$ cat config.mk
export PLATFORM = sky130hd
export DESIGN_NAME = ov7670_dvp_tx
export DESIGN_NICKNAME = d
export VERILOG_FILES = /design/src/rtl/ov7670_pkg.sv /design/src/rtl/ov7670_colorbar.sv /design/src/rtl/ov7670_dvp_tx.sv
export SDC_FILE = /design/constraint.sdc
export NUM_CORES = 1
export LEC_CHECK = 0
export ABC_AREA = 1
export CAP_MARGIN = 20
export CORE_ASPECT_RATIO = 0.75
export CORE_MARGIN = 4
export CORE_UTILIZATION = 55
export CTS_BUF_LIST = sky130_fd_sc_hd__clkbuf_4
export DETAILED_ROUTE_END_ITERATION = 7
export DONT_BUFFER_PORTS = 1
export PLACE_DENSITY_LB_ADDON = 0.1
export SYNTH_ARGS = -nofsm -noshare
export SYNTH_HDL_FRONTEND = slang
export SYNTH_SLANG_ARGS = --single-unit
$ cat constraint.sdc
create_clock -name pclk -period 4.08 [get_ports pclk]
set_clock_uncertainty 0.1 [all_clocks]
set_input_delay 0.612 -clock pclk [delete_from_list [all_inputs] [get_ports pclk]]
set_output_delay 0.612 -clock pclk [all_outputs]
set_load 0.005 [all_outputs]
$ cat src/rtl/ov7670_pkg.sv
`default_nettype none
// +----------------------------------------------------------------------+
// | Module      : ov7670_pkg                                             |
// | Description : Shared definitions for the OV7670-style DVP            |
// |               transmitter: FSM state encoding, default timing,       |
// |               RGB565 colour-bar palette and address width.           |
// | Revision    : 1.0 - initial release                                  |
// +----------------------------------------------------------------------+
package ov7670_pkg;

  // Pixel read address width (covers 320x240 = 76800 pixels).
  localparam int c_addr_w = 17;
  // Column index width handed to the colour-bar generator.
  localparam int c_col_w  = 10;

  // Default VGA-ish QVGA timing.
  localparam int c_def_h_active    = 320;
  localparam int c_def_v_active    = 240;
  localparam int c_def_h_blank     = 144;
  localparam int c_def_vsync_lines = 3;
  localparam int c_def_v_bp        = 17;
  localparam int c_def_v_fp        = 10;

  // RGB565 colour-bar palette.
  localparam logic [15:0] c_white   = 16'hFFFF;
  localparam logic [15:0] c_yellow  = 16'hFFE0;
  localparam logic [15:0] c_cyan    = 16'h07FF;
  localparam logic [15:0] c_green   = 16'h07E0;
  localparam logic [15:0] c_magenta = 16'hF81F;
  localparam logic [15:0] c_red     = 16'hF800;
  localparam logic [15:0] c_blue    = 16'h001F;
  localparam logic [15:0] c_black   = 16'h0000;

  typedef enum logic [2:0] {
    ST_IDLE   = 3'd0,
    ST_VSYNC  = 3'd1,
    ST_VBP    = 3'd2,
    ST_ACTIVE = 3'd3,
    ST_HBLANK = 3'd4,
    ST_VFP    = 3'd5
  } state_t;

  // Bar index 0..7 (left to right) to RGB565 colour.
  function automatic logic [15:0] bar_color(input logic [2:0] idx);
    logic [15:0] rgb;
    case (idx)
      3'd0:    rgb = c_white;
      3'd1:    rgb = c_yellow;
      3'd2:    rgb = c_cyan;
      3'd3:    rgb = c_green;
      3'd4:    rgb = c_magenta;
      3'd5:    rgb = c_red;
      3'd6:    rgb = c_blue;
      default: rgb = c_black;
    endcase
    return rgb;
  endfunction

endpackage
`default_nettype wire

$ cat src/rtl/ov7670_colorbar.sv
`default_nettype none
// +----------------------------------------------------------------------+
// | Module      : ov7670_colorbar                                        |
// | Description : Eight equal-width vertical colour bars (white, yellow, |
// |               cyan, green, magenta, red, blue, black) in RGB565.     |
// |               Purely combinational.                                  |
// | Ports       : col [c_col_w] in  - active pixel column                |
// |               rgb [16]      out - RGB565 colour of that column       |
// | Revision    : 1.0 - initial release                                  |
// +----------------------------------------------------------------------+
module ov7670_colorbar
  import ov7670_pkg::*;
#(
  parameter int H_ACTIVE = c_def_h_active
) (
  input  logic [c_col_w-1:0] col,
  output logic [15:0]        rgb
);

  localparam logic [c_col_w+2:0] c_h     = (c_col_w + 3)'(H_ACTIVE);
  localparam logic [c_col_w+2:0] c_max_b = (c_col_w + 3)'(7);

  logic [c_col_w+2:0] w_scaled;
  logic [c_col_w+2:0] w_bar;

  // bar = floor(col * 8 / H_ACTIVE); divisor is a constant.
  assign w_scaled = {col, 3'b000};
  assign w_bar    = w_scaled / c_h;
  assign rgb      = (w_bar > c_max_b) ? c_black : bar_color(w_bar[2:0]);

endmodule
`default_nettype wire

$ cat src/rtl/ov7670_dvp_tx.sv
`default_nettype none
// +----------------------------------------------------------------------+
// | Module      : ov7670_dvp_tx                                          |
// | Description : Generates an OV7670-style DVP stream (vsync/href/8-bit |
// |               data, RGB565 as two bytes per pixel) from a 1-cycle    |
// |               latency BRAM frame buffer.                             |
// | Ports       : pclk, rst_n (async, active low)                        |
// |               enable       in  - start/continue frame generation     |
// |               test_pattern in  - colour bars instead of BRAM data    |
// |               bram_addr    out - linear raster pixel address         |
// |               bram_data    in  - RGB565 word, 1 pclk after address   |
// |               vsync, href  out - frame / line sync, active high      |
// |               data         out - pixel byte, 0 while href is low     |
// |               frame_done   out - pulse in the first front-porch cycle|
// | Options     : OV7670_DVP_TX_PATTERN_EN enables the colour-bar path;  |
// |               without it test_pattern is ignored.                    |
// | Revision    : 1.0 - initial release                                  |
// +----------------------------------------------------------------------+
module ov7670_dvp_tx
  import ov7670_pkg::*;
#(
  parameter int H_ACTIVE    = c_def_h_active,
  parameter int V_ACTIVE    = c_def_v_active,
  parameter int H_BLANK     = c_def_h_blank,
  parameter int VSYNC_LINES = c_def_vsync_lines,
  parameter int V_BP        = c_def_v_bp,
  parameter int V_FP        = c_def_v_fp
) (
  input  logic                pclk,
  input  logic                rst_n,
  input  logic                enable,
  input  logic                test_pattern,
  output logic [c_addr_w-1:0] bram_addr,
  input  logic [15:0]         bram_data,
  output logic                vsync,
  output logic                href,
  output logic [7:0]          data,
  output logic                frame_done
);

  // Address prefetch runs two cycles ahead of the byte stream, so the
  // blanking gap (H_BLANK) and back porch must each be at least 2 cycles.
  localparam int c_line_len = 2 * H_ACTIVE + H_BLANK;
  localparam int c_hw       = $clog2(c_line_len + 2);
  localparam int c_vw       = 12;

  localparam logic [c_hw-1:0] c_h_last   = c_hw'(c_line_len - 1);
  localparam logic [c_hw-1:0] c_act_last = c_hw'(2 * H_ACTIVE - 1);
  localparam logic [c_hw-1:0] c_two_h    = c_hw'(2 * H_ACTIVE);
  localparam logic [c_hw-1:0] c_ll       = c_hw'(c_line_len);
  localparam logic [c_hw-1:0] c_two      = c_hw'(2);

  localparam logic [c_vw-1:0] c_vs_last = c_vw'(VSYNC_LINES - 1);
  localparam logic [c_vw-1:0] c_bp_last = c_vw'(V_BP - 1);
  localparam logic [c_vw-1:0] c_va_last = c_vw'(V_ACTIVE - 1);
  localparam logic [c_vw-1:0] c_fp_last = c_vw'(V_FP - 1);

  localparam logic [c_addr_w-1:0] c_h_addr = c_addr_w'(H_ACTIVE);
  localparam logic [c_addr_w-1:0] c_h_m1   = c_addr_w'(H_ACTIVE - 1);

  state_t              r_state;
  state_t              w_state_nxt;
  logic [c_hw-1:0]     r_hcnt;      // cycle within the current line period
  logic [c_hw-1:0]     w_hcnt_nxt;
  logic [c_vw-1:0]     r_vcnt;      // line within the current phase
  logic [c_vw-1:0]     w_vcnt_nxt;
  logic [c_addr_w-1:0] r_base;      // address of column 0 of the current line
  logic [15:0]         r_word;      // holding register for the pixel on the wire
  logic [15:0]         w_pix;
  logic [c_hw-1:0]     w_q;
  logic                w_line_end;

  assign w_line_end = (r_hcnt == c_h_last);

  // ---------------------------------------------------------------- FSM
  always_ff @(posedge pclk or negedge rst_n) begin
    if (!rst_n) begin
      r_state <= ST_IDLE;
      r_hcnt  <= '0;
      r_vcnt  <= '0;
    end else begin
      r_state <= w_state_nxt;
      r_hcnt  <= w_hcnt_nxt;
      r_vcnt  <= w_vcnt_nxt;
    end
  end

  always_comb begin
    w_state_nxt = r_state;
    w_hcnt_nxt  = r_hcnt + 1'b1;
    w_vcnt_nxt  = r_vcnt;
    case (r_state)
      ST_IDLE: begin
        w_hcnt_nxt = '0;
        w_vcnt_nxt = '0;
        if (enable) w_state_nxt = ST_VSYNC;
      end
      ST_VSYNC: begin
        if (w_line_end) begin
          w_hcnt_nxt = '0;
          if (r_vcnt == c_vs_last) begin
            w_vcnt_nxt  = '0;
            w_state_nxt = ST_VBP;
          end else begin
            w_vcnt_nxt = r_vcnt + 1'b1;
          end
        end
      end
      ST_VBP: begin
        if (w_line_end) begin
          w_hcnt_nxt = '0;
          if (r_vcnt == c_bp_last) begin
            w_vcnt_nxt  = '0;
            w_state_nxt = ST_ACTIVE;
          end else begin
            w_vcnt_nxt = r_vcnt + 1'b1;
          end
        end
      end
      ST_ACTIVE: begin
        // hcnt keeps running into HBLANK; one counter spans the whole line.
        if (r_hcnt == c_act_last) w_state_nxt = ST_HBLANK;
      end
      ST_HBLANK: begin
        if (w_line_end) begin
          w_hcnt_nxt = '0;
          if (r_vcnt == c_va_last) begin
            w_vcnt_nxt  = '0;
            w_state_nxt = ST_VFP;
          end else begin
            w_vcnt_nxt  = r_vcnt + 1'b1;
            w_state_nxt = ST_ACTIVE;
          end
        end
      end
      ST_VFP: begin
        // enable is only consulted here, so frames are never truncated.
        if (w_line_end) begin
          w_hcnt_nxt = '0;
          if (r_vcnt == c_fp_last) begin
            w_vcnt_nxt  = '0;
            w_state_nxt = enable ? ST_VSYNC : ST_IDLE;
          end else begin
            w_vcnt_nxt = r_vcnt + 1'b1;
          end
        end
      end
      default: begin
        w_state_nxt = ST_IDLE;
        w_hcnt_nxt  = '0;
        w_vcnt_nxt  = '0;
      end
    endcase
  end

  // ------------------------------------------------- line base / holding
  always_ff @(posedge pclk or negedge rst_n) begin
    if (!rst_n) begin
      r_base <= '0;
      r_word <= '0;
    end else begin
      if (r_state == ST_HBLANK && w_state_nxt == ST_ACTIVE)
        r_base <= r_base + c_h_addr;
      else if (r_state != ST_ACTIVE && r_state != ST_HBLANK)
        r_base <= '0;
      // Latch the BRAM word on the edge that starts a high-byte cycle.
      if (w_state_nxt == ST_ACTIVE && !w_hcnt_nxt[0])
        r_word <= bram_data;
    end
  end

  // --------------------------------------------------------- addressing
  // bram_addr shows pixel N during the two cycles before N's high byte.
  // w_q is the line position two cycles ahead; positions past the end of
  // the line wrap onto column 0 of the next line, and the last address of
  // the frame is held instead of running past it.
  always_comb begin
    w_q       = r_hcnt + c_two;
    bram_addr = '0;
    if (r_state == ST_ACTIVE || r_state == ST_HBLANK) begin
      if (w_q < c_two_h)
        bram_addr = r_base + c_addr_w'(w_q >> 1);
      else if (w_q >= c_ll && r_vcnt != c_va_last)
        bram_addr = r_base + c_h_addr;
      else
        bram_addr = r_base + c_h_m1;
    end
  end

  // ------------------------------------------------------ pixel source
`ifdef OV7670_DVP_TX_PATTERN_EN
  logic        r_pat;
  logic [15:0] w_bar_rgb;

  // Pattern select is frozen on VSYNC entry for the whole frame.
  always_ff @(posedge pclk or negedge rst_n) begin
    if (!rst_n)
      r_pat <= 1'b0;
    else if (w_state_nxt == ST_VSYNC && r_state != ST_VSYNC)
      r_pat <= test_pattern;
  end

  ov7670_colorbar #(
    .H_ACTIVE (H_ACTIVE)
  ) u_colorbar (
    .col (c_col_w'(r_hcnt >> 1)),
    .rgb (w_bar_rgb)
  );

  assign w_pix = r_pat ? w_bar_rgb : r_word;
`else
  logic w_unused_test_pattern;
  assign w_unused_test_pattern = test_pattern;
  assign w_pix = r_word;
`endif

  // ------------------------------------------------------------ outputs
  assign vsync      = (r_state == ST_VSYNC);
  assign href       = (r_state == ST_ACTIVE);
  assign data       = href ? (r_hcnt[0] ? w_pix[7:0] : w_pix[15:8]) : 8'h00;
  assign frame_done = (r_state == ST_VFP) && (r_hcnt == '0) && (r_vcnt == '0);

endmodule
`default_nettype wire

==> summary.md, run 1 <==
| Metric | Value |
|---|---|
| Mapped cell area | `4066 um2` |
| First-pass GRT wire length | `16290 um` |
| Clock Latency Late Sink | `0.36 ns` |
| Slew @ Worst Pin | `0.5511 ns` |
| Endpoints failing setup | `0` |
| Worst setup path category | `reg2out` |
| GRT Total Usage | `0.2279` |
| Req. time, crit path | `3.37 ns` |
| Status | `completed` |
| Yosys Warn Count | `0` |
| CP Launch Type | `flop` |
| Cell Rows | `26` |
| Worst slew margin | `0.6297` |
| Drt wl/cell | `13.32 um` |
| Initial drt markers | `289` |
| Pwr per Cell Area | `195.7 nW/um2` |
| Layout cells sized above 1 | `0.07967` |
| Syn Area/Cell | `6.559 um2` |
| Clk root buf | `clkbuf_4` |
| Die width | `107.3 um` |
| Top cells by area, synth | `dfrtp_1 32%, nand2_1 17%, inv_1 8.5%` |
| Fin crit share | `0.9272` |
| Final Max Tran Viols | `0` |
| Clock sinks | `52` |
| GRT overflow | `0` |
| Seq/Total Area, Yosys | `0.3200` |
| Placer Congestion | `0.9836` |
| CTS clk-pin slew, worst paths | `0.15 ns` |
| Starting Density | `0.5814` |
| Syn Inst Count | `620` |
| Die area | `8847 um2` |
| DR DRC count | `0` |
| HPWL after detailed placement | `7107 um` |
| Clock tree buffer depth | `2` |
| Post-synth top flop | `dfrtp_1` |
| Post-synth ARST share | `1.000` |
| Post-DP Area | `4078 um2` |
| Design area | `4235 um2` |
| I/O pin count | `48` |
| Post-synth top cells | `181 x nand2_1, 92 x inv_1, 65 x nor2_1, 57 x nand3_1, 52 x dfrtp_1` |
| Die height | `82.47 um` |
| TritonCTS buffer count | `5` |
| Cells after DPL | `702` |
| Non-Filler Instances | `713` |
| Top-count cell post-synth | `nand2_1` |
| DR vias/cell | `5.309` |
| Fin crit period | `3.783 ns` |
| IO Port Bufs | `0` |
| H-tree depth | `2` |
| Power, Total | `0.8289 mW` |
| Nets | `647` |
| Antenna violations before repair | `0` |
| Critical Path AT | `3.07 ns` |
| Largest net degree at the start of global routing | `53` |
| Vias in the first global route | `3472` |
| CTS tree | `yes` |
| Vias | `3785` |
| Post-synth EDFFs | `0` |
| Net count after synthesis | `653` |
| Worst min path class | `in2reg` |
| Seq cells post-synth | `52` |
| Crit end category | `output port` |
| Layout area overhead | `4.154%` |
| Worst VDD drop | `0.1379 mV` |
| Static leakage | `2.231 nW` |
| Core area | `6994 um2` |
| Final WL | `9498 um` |
| 1st-pass router iterations | `5` |
| Count of cell types in the netlist | `37` |
| Top cell type's share of synthesized area | `0.3200` |
| N_diodes | `0` |
| Hold Vio Cnt, Final | `0` |
| Max-cap violations | `0` |
| CP Max Fanout | `7` |
| FMAX | `264.3 MHz` |
| Antenna-violating nets left | `0` |
| Cell taking the most area after synthesis | `dfrtp_1` |
[cell type report]
cell class | count | area, um2
inverter | 95 | 359.1
multi-input combinational | 454 | 2302
clock buffer | 6 | 45.04
sequential | 52 | 1304
tap | 98 | 122.6
timing repair buffer | 6 | 67.56
clock inverter | 2 | 35.03
fill | 679 | 2759
[worst paths after layout]
| kind | slack [ns] | start | endpoint | cells past startpoint |
|---|---|---|---|---|
| setup / recovery | 0.30 | r_hcnt[1] | bram_addr[16] | 18 |
| hold / removal | 0.25 | bram_data[8] | r_word[8] | 2 |
| setup reg to reg | 1.53 | r_hcnt[1] | r_word[11] | 12 |
| hold reg to reg | 0.40 | r_word[9] | r_word[9] | 2 |
| max in group asynchronous | 2.98 | rst_n | r_hcnt[1] | 2 |
| min in group asynchronous | 0.66 | rst_n | r_hcnt[7] | 2 |
[per-layer routing]
layer / part of all wire / vias up / wire, um / GRT usage
met5: 0 / - / 0 / 0
met4: 0.0079 / 0 / 75 / 0.04470
met3: 0.058 / 9 / 549 / 0.03807
met1: 0.51 / 1727 / 4881 / 0.3380
met2: 0.42 / 112 / 3991 / 0.3527
li1: - / 1937 / - / -
[sequential cells by signal (all words and copies together) (netlist names)]
| register | count |
|---|---|
| r_word | 16 |
| r_vcnt | 12 |
| r_state | 3 |
| r_base | 11 |
| r_hcnt | 10 |
[critical path: stages (launching register included)]
cell and delay [ns]:
dfrtp_2 0.48, ha_4 0.20, nand3_1 0.13, inv_1 0.07, nand3_1 0.07, nand2_1 0.06, nand2_1 0.09, inv_1 0.08
ha_1 0.34, inv_1 0.10, o21bai_4 0.20, nand2_1 0.15, nor2_2 0.14, nand2_1 0.10, nand2_1 0.12, nand2_1 0.08
nand2_1 0.06, nand2_1 0.06, a21oi_2 0.16
[what timing repair did]
action / 4_1_cts / 5_1_grt
resized for setup: 1 / 7
hold buffers: 2 / 0
hold endpoints to repair: 52 / 0
endpoints found under the setup margin: 1 / 5
buffers inserted: 0 / 1
[cell usage in the layout, fill, tap and decap left out, types with 2 or more instances in the layout]
cell type / synthesis / final
nand3_4: 2 / 2
buf_4: 4 / 4
clkbuf_4: 0 / 6
a31oi_1: 5 / 5
nor2_1: 65 / 64
nand3_1: 57 / 57
a21oi_1: 17 / 16
o21ai_1: 18 / 18
dfrtp_1: 52 / 50
nor3_1: 12 / 12
nand3b_1: 2 / 2
nor3_2: 2 / 2
nand2_1: 181 / 181
ha_1: 13 / 12
nor2_4: 3 / 3
nand3_2: 2 / 2
xor2_1: 21 / 21
nand2_2: 16 / 16
inv_1: 92 / 92
nor2_2: 2 / 3
o21ai_0: 16 / 16
inv_2: 2 / 2
nand4_1: 10 / 10
dfrtp_2: 0 / 2
[logic make-up after synthesis]
group           after synthesis  share of synthesized area
fa+ha+maj                    13                    0.04000
flops                        52                     0.3200
other cells                   1                  0.0009222
compound gates               63                    0.08339
simple gates                355                     0.3871
buf+inv                     114                     0.1212
xor+xnor                     22                    0.04739
[power breakdown]
group          total [mW]  internal (mW)  switching [mW]
clock               0.296          0.135           0.160
sequential          0.515          0.515               0
combinational      0.0176        0.00498          0.0127
total               0.829          0.656           0.173
[through the flow]
step | setup TNS, ns | setup WS [ns] | hold slack (ns) | util
final | 0 | 0.2970 | 0.2544 | 0.6055
after global routing | -0.02983 | -0.02983 | 0.2188 | 0.6055
after CTS | 0 | 0.05917 | 0.2347 | 0.6004
after detailed placement | 0 | 0.3654 | 0.2177 | 0.5830
after global placement | 0 | 0.4723 | 0.2179 | 0.5830
after floorplan | 0 | 0.9461 | 0.2164 | -
(Power assumes the default switching activity.)
==> run 2: changes to the inputs <==
==> constraint.sdc (replaced) <==
create_clock -name pclk -period 4.08 [get_ports pclk]
set_clock_uncertainty 0.1 [all_clocks]
set_input_delay 0.816 -clock pclk [delete_from_list [all_inputs] [get_ports pclk]]
set_output_delay 0.816 -clock pclk [all_outputs]
set_load 0.005 [all_outputs]
==> run 2 against run 1 <==
  * Global-route usage down 0.27 points
  * Sequential power about the same
  * Register-to-register slack worse by 0.30 ns
  * Final cell count up 0.14%
  * Critical path type unchanged
  * Core utilization down 0.18 points
  * Die area unchanged
  * Flip-flop and latch count unchanged
  * Worst hold slack worse by 0.22 ns
==> summary.md, run 2 (synthesized netlist as in run 1, its figures left out) <==
| Metric | Value |
|---|---|
| Critical Path AT | `2.96 ns (was 3.07 ns)` |
| Clk root buf | `clkbuf_4 (unchanged)` |
| Hold Vio Cnt, Final | `0 (unchanged)` |
| PnR worst setup slack | `0.2042 ns (was 0.2970 ns)` |
| Crit end category | `output port (unchanged)` |
| Nets | `649 (was 647)` |
| CTS tree | `yes (unchanged)` |
| Hold_ws | `0.03417 ns (was 0.2544 ns)` |
| Largest Register | `r_word (unchanged)` |
| R2r setup slk | `1.23 ns (was 1.53 ns)` |
| Regs by FF count | `r_word (16), r_vcnt (12), r_base (11) (unchanged)` |
| Starting Density | `0.5814 (unchanged)` |
| CP Launch Type | `flop (unchanged)` |
| Most frequent cells in the layout | `180 x nand2_1, 92 x inv_1, 63 x nor2_1 (was 181 x nand2_1, 92 x inv_1, 64 x nor2_1)` |
| Slew @ Worst Pin | `0.5731 ns (was 0.5511 ns)` |
| First-pass GRT wire length | `16170 um (was 16290 um)` |
| Sw Share | `0.2235 (was 0.2087)` |
| CTS clk-pin slew, worst paths | `0.14 ns (was 0.15 ns)` |
| Layout cells sized above 1 | `0.08766 (was 0.07967)` |
| P_sw | `0.1677 mW (was 0.1730 mW)` |
| Commonest non-fill, non-tap cell in the layout | `nand2_1 (unchanged)` |
| Max reg flops | `16 (unchanged)` |
| I/O pin count | `48 (unchanged)` |
| Initial drt markers | `267 (was 289)` |
| DR DRC count | `0 (unchanged)` |
| Setup TNS | `0 ns (unchanged)` |
| Die height | `82.47 um (unchanged)` |
| Clock Latency Late Sink | `0.36 ns (about the same)` |
| Post-layout util | `0.6038 (was 0.6055)` |
| HPWL after detailed placement | `7206 um (was 7107 um)` |
| Dpl ws | `0.2034 ns (was 0.3654 ns)` |
| Largest net degree at the start of global routing | `53 (unchanged)` |
| Post-DP Area | `4078 um2 (unchanged)` |
| Cells after DPL | `702 (unchanged)` |
| Critical path origin | `r_hcnt[1] (unchanged)` |
| Vias in the first global route | `3464 (was 3472)` |
| Fin crit period | `3.876 ns (was 3.783 ns)` |
| Core area | `6994 um2 (unchanged)` |
| Worst VDD drop | `0.1100 mV (was 0.1379 mV)` |
| Cell Rows | `26 (unchanged)` |
| Antenna-violating nets left | `0 (unchanged)` |
| Req. time, crit path | `3.16 ns (was 3.37 ns)` |
| Reg2Reg Depth | `12 (unchanged)` |
| Worst r2r dst | `r_word[11] (unchanged)` |
| Worst min path class | `in2async (was in2reg)` |
| Status | `completed (unchanged)` |
| Layout area overhead | `3.846% (was 4.154%)` |
| Non-Filler Instances | `714 (was 713)` |
| Vias | `3836 (was 3785)` |
| DR vias/cell | `5.373 (was 5.309)` |
| Fin crit share | `0.9499 (was 0.9272)` |
| Reg2reg start | `r_hcnt[0] (was r_hcnt[1])` |
| Worst slew margin | `0.6170 (was 0.6297)` |
| Static leakage | `2.221 nW (was 2.231 nW)` |
| Final Max Tran Viols | `0 (unchanged)` |
| Pwr per Cell Area | `177.8 nW/um2 (was 195.7 nW/um2)` |
| N_diodes | `0 (unchanged)` |
| Logic gate share of total power | `0.016 (was 0.021)` |
| TritonCTS buffer count | `5 (unchanged)` |
| GRT Total Usage | `0.2252 (was 0.2279)` |
| Endpoints failing setup | `0 (unchanged)` |
| FMAX | `258.0 MHz (was 264.3 MHz)` |
| Internal | `0.5829 mW (was 0.6559 mW)` |
| CP Max Fanout | `7 (unchanged)` |
| IO Port Bufs | `0 (unchanged)` |
| Placer Congestion | `0.9224 (was 0.9836)` |
| Clock sinks | `52 (unchanged)` |
| 1st-pass router iterations | `5 (unchanged)` |
| Die area | `8847 um2 (unchanged)` |
| Final WL | `9667 um (was 9498 um)` |
| Clock tree buffer depth | `2 (unchanged)` |
| GRT overflow | `0 (unchanged)` |
| Max-cap violations | `0 (unchanged)` |
| Filler Cell Count | `696 (was 679)` |
| Antenna violations before repair | `0 (unchanged)` |
| Drt wl/cell | `13.54 um (was 13.32 um)` |
| Power, Total | `0.7506 mW (was 0.8289 mW)` |
| H-tree depth | `2 (unchanged)` |
| Clock share of power | `0.297 (was 0.357)` |
| Worst setup path category | `reg2out (unchanged)` |
| Design area | `4223 um2 (was 4235 um2)` |
| Reg power frac | `0.687 (was 0.622)` |
| Die width | `107.3 um (unchanged)` |
==> run 2: critical path, stage by stage, from the launching register on <==
cell and delay, ns:
dfrtp_1 0.46, ha_4 0.21, nand3_1 0.14, inv_1 0.07, nand3_1 0.07, nand2_1 0.06, nand2_1 0.08, inv_1 0.07
ha_1 0.33, inv_1 0.10, o21bai_4 0.19, nand2_2 0.11, nor2_2 0.13, nand2_1 0.10, nand2_1 0.12, nand2_1 0.07
nand2_1 0.06, nand2_1 0.06, a21oi_2 0.17
==> run 2: worst max path at each step <==
stage	to	slack, ns	cells past startpoint
after global placement	bram_addr[16]	0.27	17
after detailed placement	bram_addr[16]	0.20	17
after global routing	bram_addr[16]	-0.03	18
final	bram_addr[16]	0.20	18
after floorplan	bram_addr[16]	0.74	18
after CTS	bram_addr[16]	0.02	17
==> run 2: power groups by stage <==
| stage | combinational (mW) | clock (mW) | sequential [mW] |
|---|---|---|---|
| floorplan | 0.00338 | 0 | 0.525 |
| global placement | 0.00408 | 0 | 0.525 |
| detailed placement | 0.00414 | 0 | 0.525 |
| CTS | 0.00417 | 0.232 | 0.516 |
| global route | 0.0141 | 0.254 | 0.516 |
| finish | 0.0118 | 0.223 | 0.516 |
==> run 2: per-layer routing <==
layer,part of all wire,global-route usage
met3,0.053,0.03574
met1,0.49,0.3239
met5,0,0
met4,0.0037,0.02937
met2,0.45,0.3702
==> run 2: what timing repair did <==
item	in CTS	in global routing
pin swaps	0	1
hold buffers	0	1
setup buffers	0	4
endpoints found under the setup margin	3	4
gates resized for setup	3	10
hold endpoints to repair	0	30
==> run 2: area by class of cell <==
| class | count | area (um2) | area share |
|---|---|---|---|
| clock buffers | 5 | 37.54 | 0.008889 |
| clock inverters | 2 | 12.51 | 0.002963 |
| inverters | 95 | 359.1 | 0.08504 |
| multi-input cells | 454 | 2312 | 0.5476 |
| flip-flops and latches | 52 | 1306 | 0.3093 |
| well taps | 98 | 122.6 | 0.02904 |
| repair buffers | 8 | 72.57 | 0.01719 |
==> run 3: changes to the inputs <==
- GPL_ROUTABILITY_DRIVEN: default -> 1
==> results of run 3 <==
The final DEF is identical to that of run 2; final timing and power are the same.
